**config.mk**
```make
export PLATFORM = sky130hd
export DESIGN_NAME = vedic_mac_accumulator
export DESIGN_NICKNAME = d
export VERILOG_FILES = /design/src/rtl/vedic_mac_accumulator.sv
export SDC_FILE = /design/constraint.sdc
export NUM_CORES = 1
export LEC_CHECK = 0
export CORE_MARGIN = 3
export CORE_UTILIZATION = 40
export CTS_BUF_LIST = sky130_fd_sc_hd__clkbuf_8
export CTS_CLUSTER_SIZE = 14
export DETAILED_ROUTE_END_ITERATION = 7
export GPL_TIMING_DRIVEN = 0
export MAX_ROUTING_LAYER = met4
export SKIP_LAST_GASP = 1
export SYNTH_ARGS = -nofsm -noshare
export SYNTH_HDL_FRONTEND = slang
export SYNTH_SLANG_ARGS = --single-unit
```
**constraint.sdc**
```tcl
create_clock -name clk -period 3.4 [get_ports clk]
set_input_delay 0.85 -clock clk [delete_from_list [all_inputs] [get_ports clk]]
set_output_delay 0.85 -clock clk [all_outputs]
set_load 0.02 [all_outputs]
```
**src/rtl/vedic_mac_accumulator.sv**
```systemverilog
// Multiply-accumulate back end for the Vedic multiplier: sums unsigned products
// into a wide accumulator and emits one result per LEN terms or early on in_last.
module vedic_mac_accumulator #(
    parameter int unsigned PROD_W = 16,
    parameter int unsigned ACC_W  = 24,
    parameter int unsigned LEN    = 8,
    parameter int unsigned SAT    = 1
) (
    input  logic              clk,
    input  logic              rst,
    input  logic              in_valid,
    output logic              in_ready,
    input  logic [PROD_W-1:0] in_prod,
    input  logic              in_last,
    output logic              out_valid,
    input  logic              out_ready,
    output logic [ACC_W-1:0]  out_sum,
    output logic [7:0]        out_count,
    output logic              out_ovf
);

    localparam int unsigned CNT_W = 8;
    localparam logic [CNT_W-1:0] LEN_C = CNT_W'(LEN);

    typedef enum logic {
        S_ACC  = 1'b0,
        S_HOLD = 1'b1
    } state_t;

    state_t             r_state;
    state_t             w_state_next;

    logic [ACC_W-1:0]   r_acc;
    logic [CNT_W-1:0]   r_cnt;
    logic               r_ovf;
    logic [ACC_W-1:0]   r_out_sum;
    logic [CNT_W-1:0]   r_out_count;
    logic               r_out_ovf;

    logic               w_accept;
    logic               w_close;
    logic               w_release;
    logic [ACC_W:0]     w_full;
    logic [ACC_W-1:0]   w_acc_next;
    logic [CNT_W-1:0]   w_cnt_next;
    logic               w_ovf_next;

    // Handshake qualifiers; in_ready is held low during reset.
    assign in_ready  = (r_state == S_ACC) && !rst;
    assign out_valid = (r_state == S_HOLD);
    assign w_accept  = in_valid && in_ready;
    assign w_release = out_valid && out_ready;

    // One extra bit catches the carry out of the accumulator.
    assign w_full     = {1'b0, r_acc} + (ACC_W+1)'(in_prod);
    assign w_ovf_next = r_ovf | w_full[ACC_W];
    assign w_acc_next = ((SAT != 0) && w_ovf_next) ? '1 : w_full[ACC_W-1:0];
    assign w_cnt_next = r_cnt + CNT_W'(1);
    assign w_close    = w_accept && ((w_cnt_next == LEN_C) || in_last);

    assign out_sum   = r_out_sum;
    assign out_count = r_out_count;
    assign out_ovf   = r_out_ovf;

    always_ff @(posedge clk) begin
        if (rst) begin
            r_state <= S_ACC;
        end else begin
            r_state <= w_state_next;
        end
    end

    always_comb begin
        w_state_next = r_state;
        case (r_state)
            S_ACC: begin
                if (w_close) begin
                    w_state_next = S_HOLD;
                end
            end
            S_HOLD: begin
                if (out_ready) begin
                    w_state_next = S_ACC;
                end
            end
            default: w_state_next = S_ACC;
        endcase
    end

    // Accumulator and result registers; release and accept never coincide.
    always_ff @(posedge clk) begin
        if (rst) begin
            r_acc       <= '0;
            r_cnt       <= '0;
            r_ovf       <= 1'b0;
            r_out_sum   <= '0;
            r_out_count <= '0;
            r_out_ovf   <= 1'b0;
        end else if (w_release) begin
            r_acc <= '0;
            r_cnt <= '0;
            r_ovf <= 1'b0;
        end else if (w_accept) begin
            r_acc <= w_acc_next;
            r_cnt <= w_cnt_next;
            r_ovf <= w_ovf_next;
            if (w_close) begin
                r_out_sum   <= w_acc_next;
                r_out_count <= w_cnt_next;
                r_out_ovf   <= w_ovf_next;
            end
        end
    end

endmodule

```
== Yosys cells after proc, flatten, opt, wreduce, memory -nomap -nowiden ==
Cells that the tools add are included.

* Bits in registers: 67
* Bits in latches: 0
* RAM bits: 0
* Memory bits (read-only): 0
* Input port bits: 21
* Word-level logic and storage cells: 25
* Memories kept: 0

* $add $sub $neg: 2
* Multipliers: 0
* Div/mod/pow operators: 0
* $lt $le $gt $ge: 0
* Equality and inequality tests: 1
* Shift-type cells: 0
* Multiplexer cells: 4
* Bitwise gates (word level): 3
* Reduce and logical (&&, ||, !) cells: 8

{| class="wikitable"
|+ Operator list
! kind !! number
|-
| adder 24 x 16 -> 25 bit || 1
|-
| two-way mux 24 bit || 1
|-
| adder 8 x 1 -> 8 bit, second input constant || 1
|-
| equality test 8 x 4 -> 1 bit, second input constant || 1
|-
| logical AND 1 bit || 4
|-
| AND reduction 3 bit || 1
|-
| two-way mux 1 bit || 2
|-
| inverter 1 bit || 2
|-
| case mux 1 bit (2 select lines) || 1
|-
| OR reduction 2 bit || 1
|-
| logical NOT 1 bit || 1
|-
| logical OR 1 bit || 1
|-
| bitwise OR 1 bit || 1
|}

== Depth between registers and ports, before layout ==
Gate-level depths: netlist of the first run.

* Word-level depth: 6
* Gate-level depth with buffers: 9
* Mapped depth without buffers: 8

== Worst setup path before layout of the first run ==
OpenSTA, ideal clock, no wires.

* Kind: input -> register
* From: input in_prod[0]
* To: register r_acc[20]
* Data arrival time: 2,683 ps
* Data required time: 3,267 ps
* Path slack: 585 ps
* Stages on the path: 8
* Path buffers: 0
* Cell sequence: ha_1 fa_1 nand3_1 a211oi_1 a211oi_2 a21oi_1 a2111oi_2 a21oi_1

* Cells in the longest elaborated chain, start to end: 3

{| class="wikitable"
|+ RTL lines
! item !! RTL line !! RTL
|-
| start: declaration || 13 || <nowiki>input logic [PROD_W-1:0] in_prod,</nowiki>
|-
| adder 24 x 16 -> 25 bit * || 55 || <nowiki>assign w_full = {1'b0, r_acc} + (ACC_W+1)'(in_prod);</nowiki>
|-
| bitwise OR 1 bit || 56 || <nowiki>assign w_ovf_next = r_ovf | w_full[ACC_W];</nowiki>
|-
| two-way mux 24 bit * || 57 || <nowiki>assign w_acc_next = ((SAT != 0) && w_ovf_next) ? '1 : w_full[ACC_W-1:0];</nowiki>
|-
| end signal: assignment || 104 || <nowiki>r_acc <= w_acc_next;</nowiki>
|-
| end: declaration || 33 || <nowiki>logic [ACC_W-1:0] r_acc;</nowiki>
|}

Mark *: on every way between the ends. The rest lies on a longest branch, timed or not.
A chain may end at the register's enable or synchronous reset.

== Worst setup path in the final report of the first run ==
Same ends and word-level chain as after synthesis.

==> impl_metrics.csv, run 1 <==
group,metric,value,unit
timing,slew-limit-headroom,52.2,%
cells_and_area,final_cell_mix,"a21oi_1 (73), dfxtp_1 (67), clkdlybuf4s50_1 (55)",
synthesis,synthesis.area,3870,um^2
clock_tree,cts_tree,"done",
clock_tree,cts.sinks,67,
die,initial_core_util,41.5,%
drt,routed_wl,11200,um
setup_path,critPathRequiredTime,3.61,ns
synthesis,syn_avg_cell_area,8.34,um^2
clock_tree,cts.reportedPaths.clkPinSlew,0.07,ns
cells_and_area,layoutNonFillerInstCount,666,
setup_path,cpPeakStageDelay,0.44,ns
timing,maxSlewViolCount,0,
timing,worst_pin_slew,0.718,ns
synthesis,ys_seq_area_share,34.7,%
clock_tree,htreeDepth,3,
timing,clock_skew,0.00809,ns
clock_tree,clockBufferDepth,2,
die,core_area,9330,um^2
setup_path,cp-end-kind,"register",
global_route,antenna_found_initial,0,
synthesis,synthFlopType,"dfxtp_1",
global_route,grt_usage,21.2,%
setup_path,crit_chain,"clkdlybuf4s50_1 > ha_1 > fa_1 > nand3_1 > a211oi_1 > a211oi_2 > a21oi_1 > a2111oi_2 > a21oi_1",
synthesis,synthArstFlopShare,0,%
synthesis,synth_cell_types,61,
clock_tree,cts_root_buf,"clkbuf_8",
setup_path,crit_top_cell,"a21oi_1",
die,die-area,10900,um^2
global_route,grt_pass1_vias,3523,
timing,setup_slack,0.144,ns
timing,clock.fmax,0.307,GHz
drt,vias,3766,
die,die_x,104,um
cells_and_area,final_common_cell,"a21oi_1",
power_and_ir_drop,peakVddDrop,231,uV
drt,postRouteAntennaNets,0,
drt,drc,0,
drt,routed_via_density,5.65,
setup_path,worst-path-buf-inv,1,
cells_and_area,drive_gt1_share,9.31,%
outcome,run_status,"finished clean",
cells_and_area,finalInstanceArea,4800,um^2
clock_tree,cts_hold_buf,0,
drt,routedWlPerCell,16.9,um
clock_tree,clock_latency,0.35,ns
timing,rsz0062_at_grt,"yes",
job,drv_cap,0,
placement,hpwlAfterDp,8370,um
timing,final.setup.tns,0,ns
setup_path,path_delay_family,"compound AO/OA/AOI/OAI gates",
drt,drt_iter0_markers,197,
synthesis,synth.ff_latch_count,67,
timing,setup_viol,0,
power_and_ir_drop,power_density,416,nW/um^2
die,row_count,35,
cells_and_area,final_nets,572,
cells_and_area,syn_to_final_growth,24.0,%
placement,dpl_worst_slack,-0.293,ns
synthesis,synth_edf_count,0,
cells_and_area,post-route-util,51.4,%
timing,final-hold-violation-count,0,
timing,finalCriticalPeriod,3.26,ns
clock_tree,cts_buffers,9,
die,io_pins,56,
placement,gp_congestion,0.913,
placement,dp_cells,648,
drt,drt-pass1-iter-count,7,
placement,io_buffers,55,
die,die_h,104,um
hold_path,hold_path.class,"reg -> reg",
placement,place_area,4580,um^2
setup_path,crit_slowest_cell,"fa_1",
setup_path,cp_data_arrival_time,3.47,ns
setup_path,cp-start-kind,"input port",
setup_path,crit_type,"in -> reg",
power_and_ir_drop,p_leak,0.00171,uW
global_route,grt-ovfl-total,0,
global_route,grt_max_degree,14,
global_route,grt_pass1_wl,18200,um
synthesis,synthCells,464,
synthesis,synthesis.nets,504,
timing,fin_crit_sh,95.8,%
synthesis,yosysWarnings,0,
cells_and_area,diodes,0,
setup_path,crit_path_max_fanout,4,
==> state kept, by name, indices dropped and copies added (netlist names) <==
name,flops
r_cnt,8
out_count,8
out_ovf,1
out_sum,24
r_ovf,1
r_acc,24
out_valid,1
==> path summary, 6_finish.rpt <==
check / startpoint / to / slack [ns] / cells after the start
worst max register to register: r_acc[0] / r_acc[20] / 0.75 / 8
worst max-delay path: in_prod[0] / r_acc[20] / 0.14 / 9
worst min register to register: out_count[5] / out_count[5] / 0.49 / 2
worst min-delay path: out_count[5] / out_count[5] / 0.49 / 2
==> through the flow <==
step	hold WS [ns]	power [uW]
after floorplan	0.475	1160
after global placement	0.473	1320
after detailed placement	0.477	1320
after CTS	0.486	2000
after global routing	0.521	2090
final	0.486	2000
==> worst reg2reg max path, stage by stage, from the launching register on <==
cell	delay (ns)
dfxtp_1	0.32
ha_1	0.23
fa_1	0.45
nand3_1	0.14
a211oi_1	0.10
a211oi_2	0.44
a21oi_1	0.27
a2111oi_2	0.44
a21oi_1	0.12
==> Yosys cell counts, types with 2 or more instances <==
| cell | number | area, um^2 |
|---|---|---|
| o21bai_1 | 2 | 15.0 |
| ha_1 | 18 | 225 |
| o21ai_1 | 2 | 10.0 |
| clkbuf_1 | 15 | 56.3 |
| nand2_1 | 29 | 109 |
| nor3_4 | 2 | 32.5 |
| inv_1 | 10 | 37.5 |
| xnor2_1 | 20 | 175 |
| buf_2 | 4 | 20.0 |
| nand4_1 | 4 | 25.0 |
| nor2b_1 | 3 | 18.8 |
| o31ai_1 | 13 | 97.6 |
| a21boi_0 | 3 | 22.5 |
| o211ai_1 | 3 | 22.5 |
| o21ai_2 | 2 | 17.5 |
| a31oi_1 | 2 | 12.5 |
| o21a_1 | 3 | 22.5 |
| a221oi_1 | 2 | 17.5 |
| o21ba_2 | 2 | 20.0 |
| a21oi_1 | 73 | 365 |
| o21ai_0 | 29 | 145 |
| nand3_1 | 12 | 60.1 |
| or3_1 | 2 | 12.5 |
| nor3_1 | 7 | 35.0 |
| and3_1 | 4 | 25.0 |
| a211oi_1 | 31 | 233 |
| buf_6 | 4 | 45.0 |
| o22ai_1 | 2 | 12.5 |
| nor2_1 | 44 | 165 |
| buf_4 | 4 | 30.0 |
| xor2_1 | 9 | 78.8 |
| mux2_2 | 2 | 22.5 |
| and4_1 | 4 | 35.0 |
| dfxtp_1 | 67 | 1340 |
| and2_1 | 5 | 31.3 |
==> final cells by class <==
| cell class | count | area (um^2) |
|---|---|---|
| clock inverters | 7 | 76.3 |
| well taps | 129 | 161 |
| plain buffers | 28 | 155 |
| multi-input cells | 359 | 2340 |
| repair buffers | 57 | 566 |
| clock buffers | 9 | 124 |
| fillers | 933 | 4530 |
| inverters | 10 | 37.5 |
| flip-flops and latches | 67 | 1340 |
==> timing repair <==
item	CTS	global route
resized for setup	0	0
buffers inserted	0	2
setup endpoints to repair	0	11
==> power by group <==
group	total, uW	internal [uW]	switching, uW
combinational	457	186	271
sequential	854	824	29.6
clock	684	342	342
==> kinds of logic after synthesis <==
kind of cell / share of synthesized area, %
compound gates: 30.7
xor+xnor: 6.56
fa+ha+maj: 6.34
buf+inv: 4.98
flops: 34.7
mux: 0.582
simple gates: 16.2
==> layer usage <==
layer	global-route usage [%]	up-vias	wire, um
li1	-	1860	-
met1	28.1	1776	5280
met2	33.5	121	5230
met3	4.66	9	620
met4	3.80	0	108
met5	-	-	0
Note: power is estimated with default switching activity, not from simulation.
==> run 2, diff against run 1 <==
- CORE_MARGIN: 3 -> 2
- CTS_CLUSTER_SIZE: 14 -> unset
==> run 2 against run 1 <==
  * Count of clock-buffer cells in the layout rose by 2
  * Design area fell by 0.10%
  * Global-route usage up 1.7 points
  * Largest power group unchanged
==> impl_metrics.csv, run 2 (synthesis results as in run 1) <==
group,metric,value,unit
outcome,run_status,"finished clean",
global_route,grt_usage,22.9,%
job,drv_cap,0,
hold_path,hold_path.class,"reg -> reg",
global_route,grt_pass1_wl,18000,um
power_and_ir_drop,swShare,32.6,%
cells_and_area,nFillCells,920,
timing,final-hold-violation-count,0,
setup_path,cp-start-kind,"input port",
clock_tree,cts_tree,"done",
die,die-area,10500,um^2
setup_path,crit_path_max_fanout,10,
setup_path,cp_data_arrival_time,3.52,ns
power_and_ir_drop,power_density,408,nW/um^2
timing,final.setup.tns,0,ns
setup_path,crit_slowest_cell,"a211oi_4",
drt,drc,0,
setup_path,crit_chain,"clkdlybuf4s50_1 > ha_1 > fa_1 > nand3_1 > a211oi_1 > a211oi_2 > a211oi_4 > buf_6 > o21ai_1 > a221oi_2",
power_and_ir_drop,peakVddDrop,260,uV
cells_and_area,diodes,0,
clock_tree,cts_root_buf,"clkbuf_8",
setup_path,worst-path-buf-inv,2,
die,die_x,102,um
die,initial_core_util,41.5,%
setup_path,crit_type,"in -> reg",
die,core_area,9330,um^2
global_route,grt-ovfl-total,0,
drt,routed_wl,11200,um
setup_path,path_delay_family,"compound AO/OA/AOI/OAI gates",
drt,routed_via_density,5.60,
power_and_ir_drop,p_leak,0.00170,uW
clock_tree,cts_buffers,9,
clock_tree,clock_latency,0.34,ns
global_route,grt_max_degree,13,
clock_tree,cts.reportedPaths.clkPinSlew,0.08,ns
setup_path,critPathRequiredTime,3.66,ns
power_and_ir_drop,switchingPower,637,uW
cells_and_area,finalInstanceArea,4790,um^2
power_and_ir_drop,p_clk_share,32.7,%
clock_tree,clockBufferDepth,2,
timing,fin_crit_sh,95.9,%
die,io_pins,56,
timing,clock_skew,0.0107,ns
timing,setup_viol,0,
setup_path,cp-end-kind,"register",
timing,finalCriticalPeriod,3.26,ns
setup_path,cpPeakStageDelay,0.53,ns
cells_and_area,post-route-util,51.4,%
power_and_ir_drop,power_frac_comb,23.6,%
clock_tree,cts.sinks,67,
placement,gp_congestion,0.904,
drt,postRouteAntennaNets,0,
power_and_ir_drop,seq_power_share,43.7,%
drt,vias,3724,
cells_and_area,drive_gt1_share,9.33,%
timing,clock.fmax,0.307,GHz
drt,routedWlPerCell,16.8,um
die,die_h,102,um
power_and_ir_drop,power,1960,uW
clock_tree,htreeDepth,3,
timing,rsz0062_at_grt,"yes",
placement,hpwlAfterDp,8410,um
cells_and_area,final_nets,571,
power_and_ir_drop,internal-power,1320,uW
drt,drt_iter0_markers,193,
timing,maxSlewViolCount,0,
timing,worst_pin_slew,0.715,ns
cells_and_area,syn_to_final_growth,23.8,%
drt,drt-pass1-iter-count,4,
global_route,antenna_found_initial,0,
cells_and_area,final_cell_mix,"a21oi_1 (73), dfxtp_1 (67), clkdlybuf4s50_1 (55)",
global_route,grt_pass1_vias,3541,
cells_and_area,final_common_cell,"a21oi_1",
placement,io_buffers,55,
placement,place_area,4580,um^2
timing,slew-limit-headroom,52.3,%
die,row_count,35,
run 2: cell type report:
class / instances / area (um^2) / share of cell area [%]
multi-input cells: 359 / 2350 / 49.1
flip-flops and latches: 67 / 1340 / 28.0
repair buffers: 56 / 558 / 11.6
well taps: 129 / 161 / 3.37
plain buffers: 28 / 155 / 3.24
clock buffers: 11 / 151 / 3.16
inverters: 10 / 37.5 / 0.783
clock inverters: 5 / 36.3 / 0.757
run 2: final timing paths:
path | slack (ns) | endpoint | startpoint | cells after the start
min reg2reg | 0.49 | out_count[5] | out_count[5] | 2
min | 0.49 | out_count[5] | out_count[5] | 2
max | 0.14 | r_acc[18] | in_prod[0] | 10
max reg2reg | 0.78 | r_acc[18] | r_acc[0] | 9
run 2: worst reg2reg max path, stage by stage, from the launching register on:
cell and delay [ns]:
dfxtp_1 0.34, ha_1 0.22, fa_1 0.27, nand3_1 0.12, a211oi_1 0.31, a211oi_2 0.14
a211oi_4 0.53, buf_6 0.23, o21ai_1 0.08, a221oi_2 0.29
run 2: power by group through the flow:
| stage | Clock, uW | Combinational [uW] | Sequential [uW] |
|---|---|---|---|
| floorplan | 0 | 275 | 888 |
| global placement | 0 | 447 | 872 |
| detailed placement | 0 | 452 | 872 |
| CTS | 653 | 455 | 854 |
| global route | 690 | 504 | 859 |
| finish | 639 | 462 | 854 |
run 2: through the flow:
step	hold slack (ns)	instances	setup WS (ns)
floorplan	0.475	464	0.585
global placement	0.472	648	-0.293
detailed placement	0.479	648	-0.301
CTS	0.488	664	0.0530
global route	0.508	665	-0.0167
finish	0.487	665	0.138
run 2: repair_timing:
action	in CTS	in global routing
endpoints found under the setup margin	0	9
buffers inserted	0	1
hold buffers	0	0
gates resized for setup	0	2
run 2: layer usage:
metal  wire length, um  track usage, %
met2              5090            35.5
met4               212            6.15
met3               415            4.45
met1              5470            30.7
met5                 0               -
==> run 3, diff against run 2 <==
- CAP_MARGIN: unset -> 0
- PLACE_DENSITY: unset -> 0.67
==> run 3 against run 2 <==
  * Non-clock buffer count unchanged
  * Fmax grew 1.2%
  * Flip-flop and latch count did not move
  * Critical path type unchanged
  * Highest routed layer unchanged
==> impl_metrics.csv, run 3 (synthesis results as in run 1) <==
group,metric,value,unit
outcome,run_status,"finished clean",
setup_path,crit_type,"in -> reg",
timing,clock_skew,0.00877,ns
timing,final.setup.tns,0,ns
placement,hpwlAfterDp,8070,um
die,io_pins,56,
placement,gp_congestion,0.928,
cells_and_area,syn_to_final_growth,23.1,%
setup_path,crit_path_end,"r_acc[19]",
global_route,grt_busiest_layer,"met2",
global_route,met1_usage,28.4,%
drt,drc,0,
cells_and_area,nFillCells,921,
setup_path,cp-start-kind,"input port",
hold_path,hold_depth,2,
global_route,grt_max_degree,14,
cells_and_area,seq_area,1340,um^2
timing,fin_crit_sh,94.8,%
drt,routed_via_density,5.60,
clock_tree,cts_root_buf,"clkbuf_8",
global_route,grt_usage,22.3,%
global_route,grt_use_met3,4.72,%
timing,maxSlewViolCount,0,
setup_path,critPathRequiredTime,3.62,ns
global_route,grt_pass1_vias,3530,
placement,place_area,4580,um^2
clock_tree,clockBufferDepth,2,
timing,rsz0062_at_grt,"no",
timing,setup_viol,0,
setup_path,crit_path_start,"in_prod[0]",
placement,dpl_worst_slack,-0.244,ns
clock_tree,cts.reportedPaths.clkPinSlew,0.08,ns
timing,final-hold-violation-count,0,
cells_and_area,finalInstanceArea,4770,um^2
die,die_x,102,um
clock_tree,cts_buffers,9,
timing,finalCriticalPeriod,3.22,ns
die,row_count,35,
global_route,met2_usage,34.7,%
timing,worst_pin_slew,0.747,ns
cells_and_area,post-route-util,51.1,%
hold_path,hold_path.class,"reg -> reg",
setup_path,cp_data_arrival_time,3.45,ns
clock_tree,htreeDepth,3,
drt,routed_wl,10800,um
die,initial_core_util,41.5,%
cells_and_area,multi_input_area,2340,um^2
power_and_ir_drop,p_leak,0.00170,uW
drt,routedWlPerCell,16.2,um
cells_and_area,final_common_cell,"a21oi_1",
placement,io_buffers,55,
cells_and_area,final_nets,571,
power_and_ir_drop,power_density,401,nW/um^2
cells_and_area,drive_gt1_share,9.14,%
setup_path,reg2reg_from,"r_acc[0]",
drt,drt_iter0_markers,165,
setup_path,regToRegSetupSlack,0.78,ns
setup_path,cp-end-kind,"register",
cells_and_area,diodes,0,
cells_and_area,final_cell_mix,"a21oi_1 (73), dfxtp_1 (67), clkdlybuf4s50_1 (55)",
die,core_area,9330,um^2
setup_path,r2r_end,"r_acc[19]",
clock_tree,clock_latency,0.35,ns
global_route,antenna_found_initial,0,
timing,clock.fmax,0.310,GHz
setup_path,reg2reg_depth,9,
clock_tree,cts_tree,"done",
global_route,grt_pass1_wl,17700,um
timing,setup_slack,0.177,ns
clock_tree,cts.sinks,67,
global_route,grt-ovfl-total,0,
job,drv_cap,0,
drt,vias,3721,
drt,postRouteAntennaNets,0,
clock_tree,cts_setup_buffers,0,
timing,slew-limit-headroom,50.2,%
setup_path,crit_path_max_fanout,10,
die,die-area,10500,um^2
placement,dp_cells,648,
die,die_h,102,um
power_and_ir_drop,peakVddDrop,290,uV
clock_tree,cts_hold_buf,0,
drt,drt-pass1-iter-count,5,
clock_tree,cts_resized,0,
cells_and_area,layoutNonFillerInstCount,665,
run 3: cell count changes in the layout (fill, tap and decap cells not counted), sizes merged:
| cell | change |
|---|---|
| clkbuf | -2 |
| clkinvlp | -2 |
| clkinv | +4 |
run 3: worst max-delay path, cell delays in order:
cell             delay, ns
clkdlybuf4s50_1       0.41
ha_1                  0.24
fa_1                  0.43
nand3_1               0.14
a211oi_1              0.10
a211oi_2              0.43
a211oi_4              0.20
buf_6                 0.20
nor2_1                0.32
a21oi_1               0.12
run 3: stage by stage:
stage,power (uW),hold WS [ns]
finish,1910,0.491
global route,2010,0.529
CTS,1920,0.490
detailed placement,1320,0.479
global placement,1310,0.468
floorplan,1160,0.475
run 3: final cells by class:
| cell class | count | area share [%] |
|---|---|---|
| well taps | 129 | 3.39 |
| flip-flops and latches | 67 | 28.1 |
| plain buffers | 28 | 3.26 |
| clock buffers | 9 | 2.60 |
| inverters | 10 | 0.788 |
| multi-input cells | 359 | 49.0 |
| repair buffers | 56 | 11.7 |
| clock inverters | 7 | 1.10 |
run 3: worst min-delay path by stage:
stage,slack (ns),startpoint,end
final,0.49,out_count[1],out_count[1]
after floorplan,0.47,r_acc[0],r_acc[0]
after global routing,0.53,out_count[1],out_count[1]
after detailed placement,0.48,out_count[1],out_count[1]
after CTS,0.49,out_count[1],out_count[1]
after global placement,0.47,out_count[5],out_count[5]
run 3: layer usage:
layer	share of wire (%)	routed length (um)
met5	0	0
met4	2.6	285
met3	4.2	449
met2	46	4940
met1	47	5110
run 3: power by group:
| group | switching (uW) | internal, uW | total [uW] |
|---|---|---|---|
| Sequential | 29.6 | 824 | 854 |
| Combinational | 270 | 186 | 456 |
| Clock | 335 | 268 | 602 |
